### config.mk
export PLATFORM = sky130hd
export DESIGN_NAME = enemy_bullet_pool
export DESIGN_NICKNAME = d
export VERILOG_FILES = /design/src/rtl/enemy_bullet_pool.sv
export SDC_FILE = /design/constraint.sdc
export NUM_CORES = 1
export LEC_CHECK = 0
export ABC_AREA = 1
export BUFFER_PORTS_ARGS = -buffer_cell sky130_fd_sc_hd__buf_4
export CORE_UTILIZATION = 50
export CTS_CLUSTER_SIZE = 20
export DETAILED_ROUTE_END_ITERATION = 8
export PLACE_DENSITY = 0.75
export SYNTH_ARGS = -nofsm -noshare
export SYNTH_HDL_FRONTEND = slang
export SYNTH_SLANG_ARGS = --single-unit
### constraint.sdc
create_clock -name Clk -period 3.5 [get_ports Clk]
set_input_delay 0.35 -clock Clk [delete_from_list [all_inputs] [get_ports Clk]]
set_output_delay 0.35 -clock Clk [all_outputs]
set_load 0.01 [all_outputs]
### src/rtl/enemy_bullet_pool.sv
// Fixed pool of enemy bullets: per-frame move, free, player hit test and pixel flag.
// Define ENEMY_BULLET_AIM_EN to steer each bullet horizontally toward the player.
module enemy_bullet_pool #(
  parameter int         NUM_SLOTS     = 3,
  parameter logic [9:0] Y_STEP        = 10'd2,
  parameter logic [9:0] X_STEP        = 10'd1,
  parameter logic [9:0] Y_MAX         = 10'd479,
  parameter logic [9:0] BULLET_SIZE   = 10'd6,
  parameter logic [9:0] PLAYER_W      = 10'd32,
  parameter logic [9:0] PLAYER_H      = 10'd32,
  parameter logic [7:0] FIRE_INTERVAL = 8'd45
) (
  input  logic                    Clk,
  input  logic                    Reset,
  input  logic                    frame_clk,
  input  logic [9:0]              DrawX,
  input  logic [9:0]              DrawY,
  input  logic                    launch,
  input  logic [9:0]              start_x,
  input  logic [9:0]              start_y,
  input  logic [9:0]              char_pos,
  input  logic [9:0]              char_y,
  output logic                    is_enemy_bullet,
  output logic [10*NUM_SLOTS-1:0] bullet_x,
  output logic [10*NUM_SLOTS-1:0] bullet_y,
  output logic [NUM_SLOTS-1:0]    active,
  output logic                    player_hit,
  output logic [7:0]              hit_count
);

`ifdef ENEMY_BULLET_AIM_EN
  localparam bit AIM_EN = 1'b1;
`else
  localparam bit AIM_EN = 1'b0;
`endif

  localparam logic [9:0] X_LIM = 10'd639 - BULLET_SIZE;

  logic                 fclk_q, fclk_d;
  logic                 tick_q, tick_d;
  logic [9:0]           x_q   [NUM_SLOTS];
  logic [9:0]           x_d   [NUM_SLOTS];
  logic [9:0]           y_q   [NUM_SLOTS];
  logic [9:0]           y_d   [NUM_SLOTS];
  logic [9:0]           dx_q  [NUM_SLOTS];
  logic [9:0]           dx_d  [NUM_SLOTS];
  logic [NUM_SLOTS-1:0] act_q, act_d;
  logic [7:0]           cool_q, cool_d;
  logic                 hit_q, hit_d;
  logic [7:0]           cnt_q, cnt_d;

  logic [9:0]           xm    [NUM_SLOTS];
  logic [9:0]           ym    [NUM_SLOTS];
  logic [NUM_SLOTS-1:0] ov;
  logic [NUM_SLOTS-1:0] spawn_oh;
  logic                 free_any;
  logic [9:0]           spawn_dx;
  logic                 any_hit;

  // Moved position and overlap, in 11 bits so box edges never wrap
  always_comb begin
    for (int i = 0; i < NUM_SLOTS; i++) begin
      if (dx_q[i][9] && x_q[i] == 10'd0)
        xm[i] = 10'd0;
      else if (!dx_q[i][9] && dx_q[i] != 10'd0 && x_q[i] >= X_LIM)
        xm[i] = X_LIM;
      else
        xm[i] = x_q[i] + dx_q[i];
      ym[i] = y_q[i] + Y_STEP;
      ov[i] = ({1'b0, xm[i]} < {1'b0, char_pos} + {1'b0, PLAYER_W})
           && ({1'b0, char_pos} < {1'b0, xm[i]} + {1'b0, BULLET_SIZE})
           && ({1'b0, ym[i]} < {1'b0, char_y} + {1'b0, PLAYER_H})
           && ({1'b0, char_y} < {1'b0, ym[i]} + {1'b0, BULLET_SIZE});
    end
  end

  always_comb begin
    spawn_oh = '0;
    free_any = 1'b0;
    for (int i = 0; i < NUM_SLOTS; i++) begin
      if (!act_q[i] && !free_any) begin
        spawn_oh[i] = 1'b1;
        free_any    = 1'b1;
      end
    end
    spawn_dx = 10'd0;
    if (AIM_EN) begin
      if (start_x < char_pos)
        spawn_dx = X_STEP;
      else if (start_x > char_pos)
        spawn_dx = 10'd0 - X_STEP;
    end
  end

  always_comb begin
    fclk_d  = frame_clk;
    tick_d  = frame_clk & ~fclk_q;
    x_d     = x_q;
    y_d     = y_q;
    dx_d    = dx_q;
    act_d   = act_q;
    cool_d  = cool_q;
    hit_d   = 1'b0;
    cnt_d   = cnt_q;
    any_hit = 1'b0;
    if (tick_q) begin
      for (int i = 0; i < NUM_SLOTS; i++) begin
        if (act_q[i]) begin
          x_d[i] = xm[i];
          y_d[i] = ym[i];
          if (ym[i] >= Y_MAX) begin
            act_d[i] = 1'b0;
          end else if (ov[i]) begin
            act_d[i] = 1'b0;
            any_hit  = 1'b1;
          end
        end
      end
      hit_d = any_hit;
      if (any_hit && cnt_q != 8'hFF)
        cnt_d = cnt_q + 8'd1;
      if (cool_q != 8'd0)
        cool_d = cool_q - 8'd1;
      // Spawn slot is chosen from pre-tick occupancy only
      if (launch && cool_q == 8'd0 && free_any) begin
        cool_d = FIRE_INTERVAL;
        for (int i = 0; i < NUM_SLOTS; i++) begin
          if (spawn_oh[i]) begin
            x_d[i]   = start_x;
            y_d[i]   = start_y;
            dx_d[i]  = spawn_dx;
            act_d[i] = 1'b1;
          end
        end
      end
    end
  end

  always_ff @(posedge Clk) begin
    if (Reset) begin
      fclk_q <= 1'b0;
      tick_q <= 1'b0;
      act_q  <= '0;
      cool_q <= 8'd0;
      hit_q  <= 1'b0;
      cnt_q  <= 8'd0;
      for (int i = 0; i < NUM_SLOTS; i++) begin
        x_q[i]  <= 10'd0;
        y_q[i]  <= 10'd0;
        dx_q[i] <= 10'd0;
      end
    end else begin
      fclk_q <= fclk_d;
      tick_q <= tick_d;
      act_q  <= act_d;
      cool_q <= cool_d;
      hit_q  <= hit_d;
      cnt_q  <= cnt_d;
      for (int i = 0; i < NUM_SLOTS; i++) begin
        x_q[i]  <= x_d[i];
        y_q[i]  <= y_d[i];
        dx_q[i] <= dx_d[i];
      end
    end
  end

  logic [9:0] px [NUM_SLOTS];
  logic [9:0] py [NUM_SLOTS];

  always_comb begin
    is_enemy_bullet = 1'b0;
    bullet_x        = '0;
    bullet_y        = '0;
    for (int i = 0; i < NUM_SLOTS; i++) begin
      px[i] = DrawX - x_q[i];
      py[i] = DrawY - y_q[i];
      bullet_x[i*10 +: 10] = x_q[i];
      bullet_y[i*10 +: 10] = y_q[i];
      if (act_q[i] && px[i] < BULLET_SIZE && py[i] < BULLET_SIZE)
        is_enemy_bullet = 1'b1;
    end
  end

  assign active     = act_q;
  assign player_hit = hit_q;
  assign hit_count  = cnt_q;

endmodule

## Yosys cells after proc, flatten, opt, wreduce, memory -nomap -nowiden

Cells that the tools add are included.

- Shift-type cells: 0
- $mul: 0
- Magnitude comparators: 21
- Divide/modulo/power cells: 0
- Mux-type cells: 44
- $add $sub $neg: 19
- Reductions and logical operators: 32
- Bitwise logic cells: 4
- Eq/ne operators: 1

Operators by type and width:

| cell | count |
|---|---|
| $lt 10x11->1 | 12 |
| $mux 10 | 9 |
| $add 10x3->11 const B | 6 |
| $lt 10x3->1 const B | 6 |
| $mux 30 | 2 |
| $sub 10x10->10 | 6 |
| $add 10x2->10 const B | 3 |
| $ge 10x9->1 const B | 3 |
| $mux 1 | 30 |
| $add 10x6->11 const B | 2 |
| $logic_and 1x1->1 | 20 |
| $mux 8 | 2 |
| $reduce_and 3->1 | 3 |
| $add 8x1->8 const B | 1 |
| $logic_not 8->1 | 1 |
| $ne 8x8->1 const B | 1 |
| $reduce_bool 8->1 | 1 |
| $sub 8x1->8 const B | 1 |
| $reduce_and 2->1 | 2 |
| $logic_not 1->1 | 3 |
| $mux 3 | 1 |
| $not 1->1 | 3 |
| $reduce_bool 2->1 | 1 |
| $reduce_or 2->1 | 1 |
| $and 1x1->1 | 1 |

- Logic and storage cells: 133
- RAM bits: 0
- Input port bits: 64
- Output and inout port bits: 73
- Bits in latches: 0
- Register bits after elaboration: 82
- Memory bits (read-only): 0
- Memories: 0

## Longest topological paths before layout

Gate-level depths: netlist of the first run.

- Word-level depth: 17
- Mapped depth: 25
- Mapped depth without buffers: 25

## Worst setup path after synthesis of the first run

OpenSTA, ideal clock, no wires.

- Path type: reg-to-reg
- Start point: register x_q, in the netlist bullet_x[21]
- End point: register cnt_q[6] (netlist: hit_count[6])
- Cell stages (with the launch flop): 19
- Path buffers: 0
- Period minus slack after synthesis: 2836 ps
- Setup slack: 664 ps
- Arrival time: 2704 ps
- Library setup time: 132 ps
- Required time: 3368 ps
- Cell sequence: dfxtp_1 > inv_1 > ha_1 > or2_2 > nor2_1 > nand3_1 > nor3_1 > xnor2_1 > ha_1 > nand4_1 > nand2_1 > nor2_1 > nand2_1 > nor2_1 > nand3_2 > nand3_4 > nand2_4 > nand2_1 > a21oi_1

- Cells in the longest elaborated chain, start to end: 11
- Elaborated cells between the ends (all ways): 12
- Those cells by class: 1 x add/sub; 2 x order compare; 4 x mux; 5 x reduce/logical

Ends and longest elaborated chain:

| item | line | text |
|---|---|---|
| start: declaration | 41 | `logic [9:0] x_q [NUM_SLOTS];` |
| start signal: indexed assignment | 160 | `x_q[i] <= x_d[i];` |
| $add 10x3->11 | 71 | `&& ({1'b0, char_pos} < {1'b0, xm[i]} + {1'b0, BULLET_SIZE})` |
| $lt 10x11->1 | 71 |  |
| $logic_and 1x1->1 * | 71 |  |
| $logic_and 1x1->1 * | 72 | `&& ({1'b0, ym[i]} < {1'b0, char_y} + {1'b0, PLAYER_H})` |
| $logic_and 1x1->1 * | 73 | `&& ({1'b0, char_y} < {1'b0, ym[i]} + {1'b0, BULLET_SIZE});` |
| $mux 1 * | 113 | `end else if (ov[i]) begin` |
| $mux 1 * | 111 | `if (ym[i] >= Y_MAX) begin` |
| $mux 1 * | 108 | `if (act_q[i]) begin` |
| $mux 1 * | 106 | `if (tick_q) begin` |
| $logic_and 1x1->1 * | 120 | `if (any_hit && cnt_q != 8'hFF)` |
| $reduce_and 2->1 (no line) * | - |  |
| end signal: assignment | 158 | `cnt_q <= cnt_d;` |
| end: declaration | 50 | `logic [7:0] cnt_q, cnt_d;` |

Every way passes the cells marked *; elsewhere a longest branch is shown, timed or not. The select of a mux whose other input is x is not followed.
A chain may end at the register's enable or synchronous reset.

## Final worst setup path of the first run

- Start point: register y_q, in the netlist bullet_y[2]
- End point: output port is_enemy_bullet

- Cells in the longest elaborated chain, start to end: 6

Ends and longest elaborated chain:

| item | line | text |
|---|---|---|
| start: declaration | 43 | `logic [9:0] y_q [NUM_SLOTS];` |
| start signal: indexed assignment | 161 | `y_q[i] <= y_d[i];` |
| $sub 10x10->10 | 176 | `py[i] = DrawY - y_q[i];` |
| $lt 10x3->1 | 179 | `if (act_q[i] && px[i] < BULLET_SIZE && py[i] < BULLET_SIZE)` |
| $logic_and 1x1->1 | 179 |  |
| $mux 1 (3 in series) | 179 |  |
| end: declaration | 23 | `output logic is_enemy_bullet,` |

Every way passes these cells.

==> impl_metrics.env, run 1 <==
export IMPL_status="complete, but fails checks"
export IMPL_violations="DRC"
export IMPL_syn_inst=1580
export IMPL_post_drt_via_cell_ratio=5.62
export IMPL_syn_avg_cell_area_sq_um=6.53
export IMPL_r2r_setup_slack_ps=300
export IMPL_cts_root_buffer="clkbuf_16"
export IMPL_p_per_area_mw_per_mm2=356
export IMPL_area_growth_pct=16.1
export IMPL_boundaryPins=137
export IMPL_die_h_um=146
export IMPL_fp_dieW_um=146
export IMPL_start_kind="flop"
export IMPL_crit_required_ps=3150
export IMPL_yosysMostFrequentCell="nand2_1"
export IMPL_grt_ovfl_total=0
export IMPL_first_iter_violations=939
export IMPL_start_util_pct=51.0
export IMPL_slew_headroom_pct=21.9
export IMPL_post_route_min_period_ps=3270
export IMPL_ys_ff_latch=82
export IMPL_grt_max_degree=43
export IMPL_layout_cells_non_filler=1987
export IMPL_grt_pass1_wl_um=51000
export IMPL_finalHoldViolCount=0
export IMPL_worst_pin_slew_ps=1170
export IMPL_wl_um=32600
export IMPL_ys_top_cells_by_area="ha_1 (21%), dfxtp_1 (16%), nand2_1 (14%)"
export IMPL_synth_edff_count=0
export IMPL_syn_num_nets=1820
export IMPL_core_area_sq_mm=0.0202
export IMPL_track_usage_pct=30.3
export IMPL_synth_flop_cell="dfxtp_1"
export IMPL_arrival_ps=2920
export IMPL_synth_common_cells="nand2_1 (372), inv_1 (187), ha_1 (170)"
export IMPL_yosys_area_top_type="ha_1"
export IMPL_synthArstFlopShare_pct=0
export IMPL_clock_fmax_mhz=306
export IMPL_dpl_cell_count=1970
export IMPL_nFillCells=1957
export IMPL_final_setup_viol_count=0
export IMPL_hold_buffers=0
export IMPL_maxCapViolCount=0
export IMPL_crit_type="flop to output port"
export IMPL_path_clk_slew_ps=70
export IMPL_skew_ps=14.6
export IMPL_dieArea_sq_mm=0.0212
export IMPL_io_buffers=136
export IMPL_yosysWarnings=0
export IMPL_vias=11200
export IMPL_report_final_slew_viol_count=0
export IMPL_synth_cell_type_count=49
export IMPL_ant_nets=0
export IMPL_cp_max_fo=7
export IMPL_clock_sinks=82
export IMPL_cts_resized=0
export IMPL_p_leak_uw=0.00581
export IMPL_h_tree_depth=3
export IMPL_dp_hpwl_um=26500
export IMPL_clockBufferDepth=2
export IMPL_hold_path_class="input port to flop"
export IMPL_rows=52
export IMPL_crit_path_end_kind="output port"
export IMPL_first_pass_iters=8
export IMPL_finalCritPeriodShare_pct=93.4
export IMPL_drc=2
export IMPL_cts_setup_buffers=0
export IMPL_wire_per_inst_um=16.4
export IMPL_cts_tree="yes"
export IMPL_peakVddDrop_v=0.000394
export IMPL_antenna_found_initial=1
export IMPL_placed_cell_area_sq_mm=0.0117
export IMPL_numCtsBuffers=9
export IMPL_postLayoutCellArea_sq_mm=0.0120
export IMPL_nNetsFinal=1951
export IMPL_syn_area_sq_mm=0.0103
export IMPL_power_total_uw=4270
export IMPL_drive_above_1_share_pct=13.6
export IMPL_synth_top_area_share_pct=20.6
export IMPL_clk_latency_ps=360
export IMPL_gp_congestion=0.994
export IMPL_grt_pass1_vias=9946
export IMPL_ys_seq_area_share_pct=15.9
==> power breakdown <==
group / leakage [uW] / switching [uW] / internal [uW] / total (uW)
clock network: 0.000146 / 429 / 579 / 1010
logic: 0.00500 / 1290 / 787 / 2080
registers: 0.000665 / 149 / 1040 / 1190
==> placed cells by master (no fill, tap or decap), types with 57 or more instances in the layout <==
cell type	count
inv_1	187
nor2_1	118
a21oi_1	168
dfxtp_1	80
o21ai_0	87
xor2_1	57
ha_1	170
buf_4	149
nand2_1	372
nand3_1	88
==> cell families after synthesis <==
group,after synthesis,synth area share (%)
buffers and inverters,231,8.50
adders and majority gates,176,21.8
xor gates and xnor gates,78,6.95
AOI/OAI and AO/OA,324,17.4
and+or+nand+nor,689,29.4
DFF,82,15.9
==> final cells by class <==
type | instances | area, sq um | area share [%]
Antenna cell | 1 | 2.50 | 0.0209
Clock buffer | 10 | 239 | 1.99
Clock inverter | 6 | 71.3 | 0.595
Inverter | 202 | 758 | 6.33
Multi-Input combinational cell | 1267 | 7810 | 65.2
Sequential cell | 82 | 1640 | 13.7
Tap cell | 270 | 338 | 2.82
Timing Repair Buffer | 149 | 1120 | 9.33
==> per-stage QoR <==
| stage | TNS [ps] | util [%] | worst slack, ps | hold WS (ps) |
|---|---|---|---|---|
| after floorplan | 0 | - | 664 | 374 |
| after global placement | 0 | 57.6 | 399 | 380 |
| after detailed placement | 0 | 57.6 | 262 | 383 |
| after CTS | 0 | 59.1 | 241 | 206 |
| after global routing | -8.99 | 59.2 | -8.99 | 234 |
| final | 0 | 59.2 | 232 | 210 |
==> critical path: stages (launching register included) <==
cell      delay (ps)
dfxtp_1          550
inv_1            160
ha_1             380
a21oi_1          260
nand2_1          120
nand2_1           70
o211ai_1         120
a21oi_1          150
o21bai_1          80
or2_2            270
nand4_1          110
nand3_1          120
buf_4            170
==> state kept, by name (all words and copies together), names as in the netlist <==
register,count
player_hit,1
bullet_x,30
fclk_q,1
cool_q,8
bullet_y,30
tick_q,1
active,3
hit_count,8
==> worst paths after layout <==
check | cells past startpoint | startpoint | to
worst max-delay path | 12 | bullet_y[2] | is_enemy_bullet
worst min-delay path | 3 | frame_clk | fclk_q
worst max register to register | 18 | bullet_x[21] | hit_count[3]
worst min register to register | 1 | fclk_q | tick_q
==> metal layers <==
layer | up-vias | part of all wire (%) | global-route usage (%)
li1 | 5576 | - | -
met1 | 5087 | 45 | 41.2
met2 | 432 | 44 | 48.0
met3 | 70 | 8.3 | 5.52
met4 | 0 | 2.8 | 10.3
met5 | - | 0 | 0
Power figures use the tool's default switching activity.
==> inputs of run 2 (changes only) <==
ABC_AREA = unset   (was 1)
==> impl_metrics.env, run 2 <==
export IMPL_status="complete, but fails checks"
export IMPL_violations="setup timing"
export IMPL_seq_power_share_pct=26.8
export IMPL_critPathLaunch="bullet_y[2]"
export IMPL_cts_root_buffer="clkbuf_16"
export IMPL_dieArea_sq_mm=0.0199
export IMPL_path_clk_slew_ps=80
export IMPL_drive_above_1_share_pct=22.7
export IMPL_io_buffers=136
export IMPL_synth_flop_cell="dfxtp_1"
export IMPL_ys_seq_area_share_pct=16.9
export IMPL_first_iter_violations=892
export IMPL_worst_pin_slew_ps=949
export IMPL_grt_busiest_layer="met2"
export IMPL_ys_top_cells_by_area="ha_1 (22%), dfxtp_1 (17%), a21oi_1 (5.8%)"
export IMPL_maxCapViolCount=0
export IMPL_post_route_min_period_ps=3740
export IMPL_clk_latency_ps=360
export IMPL_r2r_cells=17
export IMPL_p_comb_share_pct=48.5
export IMPL_intPower_uw=2390
export IMPL_track_usage_pct=34.2
export IMPL_postLayoutCellArea_sq_mm=0.0125
export IMPL_grt_pass1_vias=9958
export IMPL_p_per_area_mw_per_mm2=330
export IMPL_worstSetupEndpoint="hit_count[3]"
export IMPL_use_met3_pct=7.85
export IMPL_postLayoutSetupSlackWorst_ps=-238
export IMPL_num_antenna_cells=0
export IMPL_finalHoldViolCount=0
export IMPL_dp_hpwl_um=27500
export IMPL_synth_top_area_share_pct=22.0
export IMPL_gp_congestion=1.00
export IMPL_nNetsFinal=1760
export IMPL_use_met1_pct=45.0
export IMPL_synth_cell_type_count=73
export IMPL_post_drt_via_cell_ratio=6.09
export IMPL_r2r_setup_slack_ps=-240
export IMPL_area_growth_pct=28.7
export IMPL_grt_pass1_wl_um=52500
export IMPL_numCtsBuffers=9
export IMPL_p_sw_uw=1720
export IMPL_rows=50
export IMPL_start_util_pct=51.5
export IMPL_yosysMostFrequentCell="ha_1"
export IMPL_syn_inst=1267
export IMPL_slew_headroom_pct=36.7
export IMPL_grt_max_degree=88
export IMPL_clock_power_share_pct=24.7
export IMPL_clockBufferDepth=2
export IMPL_synth_edff_count=0
export IMPL_report_final_slew_viol_count=0
export IMPL_yosysWarnings=0
export IMPL_min_path_cells=3
export IMPL_crit_required_ps=3750
export IMPL_layout_cells_non_filler=1785
export IMPL_synthArstFlopShare_pct=0
export IMPL_skew_ps=9.10
export IMPL_boundaryPins=137
export IMPL_die_h_um=141
export IMPL_syn_area_sq_mm=0.00969
export IMPL_hold_path_class="input port to flop"
export IMPL_vias=10900
export IMPL_syn_num_nets=1507
export IMPL_placed_cell_area_sq_mm=0.0119
export IMPL_first_pass_iters=5
export IMPL_grt_ovfl_total=0
export IMPL_core_area_sq_mm=0.0188
export IMPL_ys_ff_latch=82
export IMPL_met2_usage_pct=53.6
export IMPL_clock_sinks=82
export IMPL_switching_share_pct=41.9
export IMPL_synth_common_cells="ha_1 (170), nand2_1 (131), a21oi_1 (112)"
export IMPL_crit_path_end_kind="flop"
export IMPL_arrival_ps=3990
export IMPL_finalCritPeriodShare_pct=107
export IMPL_peakVddDrop_v=0.000273
export IMPL_ant_nets=0
export IMPL_drc=0
export IMPL_cp_max_fo=5
export IMPL_syn_avg_cell_area_sq_um=7.65
export IMPL_h_tree_depth=3
export IMPL_wl_um=34700
export IMPL_final_setup_viol_count=10
export IMPL_antenna_found_initial=0
export IMPL_yosys_area_top_type="ha_1"
export IMPL_rr_startpoint="bullet_y[2]"
export IMPL_rsz0062_at_grt="yes"
export IMPL_dpl_cell_count=1758
export IMPL_final_cell_mix="buf_4 (268), ha_1 (166), nand2_1 (130), a21oi_1 (107), inv_1 (90)"
export IMPL_clock_fmax_mhz=268
export IMPL_wire_per_inst_um=19.4
export IMPL_cts_tree="yes"
export IMPL_p_leak_uw=0.00553
export IMPL_dp_slack_ps=-194
export IMPL_start_kind="flop"
export IMPL_fp_dieW_um=141
export IMPL_crit_type="flop to flop"
export IMPL_final_common_cell="buf_4"
export IMPL_r2r_end="hit_count[3]"
export IMPL_power_total_uw=4110
## run 2: layer usage
layer  up-vias  share of wire (%)
met2       533                 44
li1       5114                  -
met1      5126                 43
met4         0                3.8
met5         -                  0
met3        97                9.8
## run 2: layout make-up
class	count	area [sq um]
clock buffer	9	225
clock inverter	7	73.8
fill	1617	6360
inverter	95	360
multi-input combinational	1060	7770
sequential	82	1660
tap	260	325
timing repair buffer	272	2060
## run 2: worst min path at each step
| stage | startpoint | to | slack (ps) |
|---|---|---|---|
| after floorplan | fclk_q | tick_q | 370 |
| after global placement | fclk_q | tick_q | 370 |
| after detailed placement | fclk_q | tick_q | 380 |
| after CTS | start_x[3] | bullet_x[13] | 240 |
| after global routing | start_x[9] | bullet_x[9] | 250 |
| final | start_x[5] | bullet_x[25] | 240 |
## run 2: power groups by stage
stage	Combinational (uW)	Clock (uW)	Sequential, uW
after floorplan	1130	0	1140
after global routing	2170	1050	1110
after detailed placement	1850	0	1120
after CTS	1920	1010	1100
final	1990	1010	1100
after global placement	1810	0	1120
## run 2: through the flow
stage,TNS [ps],hold WS [ps],utilization [%]
floorplan,0,367,-
global placement,-487,372,63.1
detailed placement,-1350,378,63.1
CTS,-1040,244,65.5
global route,-4110,247,66.2
finish,-1860,245,66.2
## run 2: kinds of logic after synthesis
kind of cell / synth area share (%)
buffers and inverters: 4.89
AO/OA/AOI/OAI: 23.7
XOR/XNOR: 9.48
flip-flops: 16.9
multiplexers: 1.25
adder cells (fa/ha/maj): 23.2
AND/OR/NAND/NOR: 20.5
## run 2: what timing repair did
| item | in CTS | in global routing |
|---|---|---|
| endpoints found under the setup margin | 9 | 12 |
| setup buffers | 7 | 3 |
| hold endpoints to repair | 0 | 0 |
| pin swaps | 15 | 10 |
| hold buffers | 0 | 0 |
| cloned | 1 | 0 |
| gates resized for setup | 20 | 22 |
## run 2: critical path, cell delays in order, from the launching register on
cell	delay, ps
dfxtp_4	370
buf_4	120
ha_2	220
nand4_1	150
xnor2_1	200
a21oi_2	210
nand2_1	120
xnor2_2	150
ha_1	340
a2111oi_2	350
o21ai_1	120
a21oi_1	140
a311o_1	170
nand4_1	160
a2bb2oi_4	210
o31ai_4	120
nand4_1	170
mux2_4	320
==> inputs of run 3 (changes only) <==
CORE_MARGIN = 2   (was unset)
SLEW_MARGIN = 0   (was unset)
clock period = 4.6 ns   (was 3.5 ns; I/O delays follow)
==> impl_metrics.env, run 3 (synthesis results as in run 2) <==
export IMPL_status="finished, final reports clean"
export IMPL_hold_path_class="input port to flop"
export IMPL_nNetsFinal=1633
export IMPL_worst_pin_slew_ps=957
export IMPL_register_area_sq_mm=0.00164
export IMPL_arrival_ps=3830
export IMPL_numCtsBuffers=9
export IMPL_dp_slack_ps=446
export IMPL_cp_max_fo=9
export IMPL_h_tree_depth=3
export IMPL_wire_per_inst_um=19.8
export IMPL_slew_headroom_pct=36.2
export IMPL_drive_above_1_share_pct=13.3
export IMPL_final_cell_mix="ha_1 (170), buf_4 (146), nand2_1 (131), a21oi_1 (112), inv_1 (93)"
export IMPL_vias=10200
export IMPL_start_kind="flop"
export IMPL_skew_ps=10.1
export IMPL_core_area_sq_mm=0.0188
export IMPL_setup_tns_ps=0
export IMPL_p_per_area_mw_per_mm2=258
export IMPL_fp_dieW_um=143
export IMPL_clock_sinks=82
export IMPL_start_util_pct=51.5
export IMPL_cts_tree="yes"
export IMPL_final_setup_viol_count=0
export IMPL_postLayoutSetupSlackWorst_ps=312
export IMPL_finalCritPeriodShare_pct=93.2
export IMPL_grt_ovfl_total=0
export IMPL_crit_required_ps=4140
export IMPL_report_final_slew_viol_count=0
export IMPL_first_pass_iters=6
export IMPL_crit_chain="inv_1 > ha_1 > a21o_1 > a31o_2 > xor2_1 > or4_1 > or4_1 > nor4_1 > nand3_1 > nor4_1 > a311o_1 > buf_4"
export IMPL_nFillCells=1762
export IMPL_crit_path_end_kind="output port"
export IMPL_gp_congestion=0.993
export IMPL_dp_hpwl_um=26300
export IMPL_ant_nets=0
export IMPL_dieArea_sq_mm=0.0205
export IMPL_grt_pass1_wl_um=51000
export IMPL_rows=50
export IMPL_die_h_um=143
export IMPL_wl_um=32900
export IMPL_grt_pass1_vias=9445
export IMPL_multiInputGateArea_sq_mm=0.00757
export IMPL_rsz0062_at_grt="no"
export IMPL_track_usage_pct=32.2
export IMPL_clockBufferDepth=2
export IMPL_peakVddDrop_v=0.000172
export IMPL_cts_root_buffer="clkbuf_16"
export IMPL_crit_type="flop to output port"
export IMPL_maxCapViolCount=0
export IMPL_first_iter_violations=936
export IMPL_post_route_min_period_ps=4290
export IMPL_num_antenna_cells=0
export IMPL_io_buffers=136
export IMPL_post_drt_via_cell_ratio=6.12
export IMPL_max_stage_delay_ps=520
export IMPL_finalHoldViolCount=0
export IMPL_p_leak_uw=0.00484
export IMPL_path_clk_slew_ps=80
export IMPL_clock_fmax_mhz=233
export IMPL_crit_slowest_cell="dfxtp_1"
export IMPL_antenna_found_initial=0
export IMPL_drc=0
export IMPL_final_common_cell="ha_1"
export IMPL_boundaryPins=137
export IMPL_clk_latency_ps=360
export IMPL_grt_max_degree=88
export IMPL_hold_buffers=0
export IMPL_area_growth_pct=16.5
[run 3: changes by cell type in the layout (fill, tap and decap cells not counted), sizes merged]
cell,previous run,this run
buf,272,146
clkinvlp,1,2
inv,97,96
o31ai,15,14
[run 3: per-stage QoR]
step	area, sq um	utilization, %	cells	hold slack [ps]	power (uW)
after detailed placement	11000	58.4	1642	384	2150
after CTS	11300	60.0	1658	342	2890
after global placement	11000	58.4	1642	371	2120
final	11300	60.0	1658	347	2910
after global routing	11300	60.0	1658	362	3080
after floorplan	9690	-	1267	367	1730
[run 3: per-layer routing]
metal / routed length, um / track usage (%) / vias to the layer above / share of wire [%]
met2: 14300 / 50.0 / 507 / 44
met4: 964 / 11.4 / 0 / 2.9
met1: 14200 / 45.2 / 4718 / 43
li1: - / - / 4856 / -
met3: 3410 / 4.93 / 71 / 10
met5: 0 / 0 / - / 0
[run 3: repair_timing]
| action | in CTS | in global routing |
|---|---|---|
| endpoints found under the setup margin | 0 | 2 |
| gates resized for setup | 0 | 1 |
| setup buffers | 0 | 0 |
[run 3: layout make-up]
| type | count | share of cell area (%) |
|---|---|---|
| Clock buffer | 9 | 1.99 |
| Clock inverter | 7 | 0.632 |
| Inverter | 95 | 3.16 |
| Multi-Input combinational cell | 1059 | 67.1 |
| Sequential cell | 82 | 14.6 |
| Tap cell | 260 | 2.88 |
| Timing Repair Buffer | 146 | 9.71 |
[run 3: critical path: cells and delay by family (launching register included)]
kind / cells / cell delay [ps]
and+or+nand+nor: 5 / 1590
AOI/OAI and AO/OA: 3 / 610
DFF: 1 / 520
adders and majority gates: 1 / 350
buffers and inverters: 2 / 260
xor gates and xnor gates: 1 / 150
[run 3: path summary, 6_finish.rpt]
| path | start | end | slack [ps] | depth (start not counted) |
|---|---|---|---|---|
| max reg2reg | bullet_y[2] | hit_count[3] | 400 | 16 |
| min | frame_clk | fclk_q | 350 | 2 |
| max | bullet_y[2] | is_enemy_bullet | 310 | 12 |
| min reg2reg | fclk_q | tick_q | 390 | 1 |
[run 3: power breakdown]
group / switching [uW] / internal [uW] / total, uW
combinational: 769 / 525 / 1290
sequential: 97.7 / 775 / 873
clock: 367 / 382 / 748
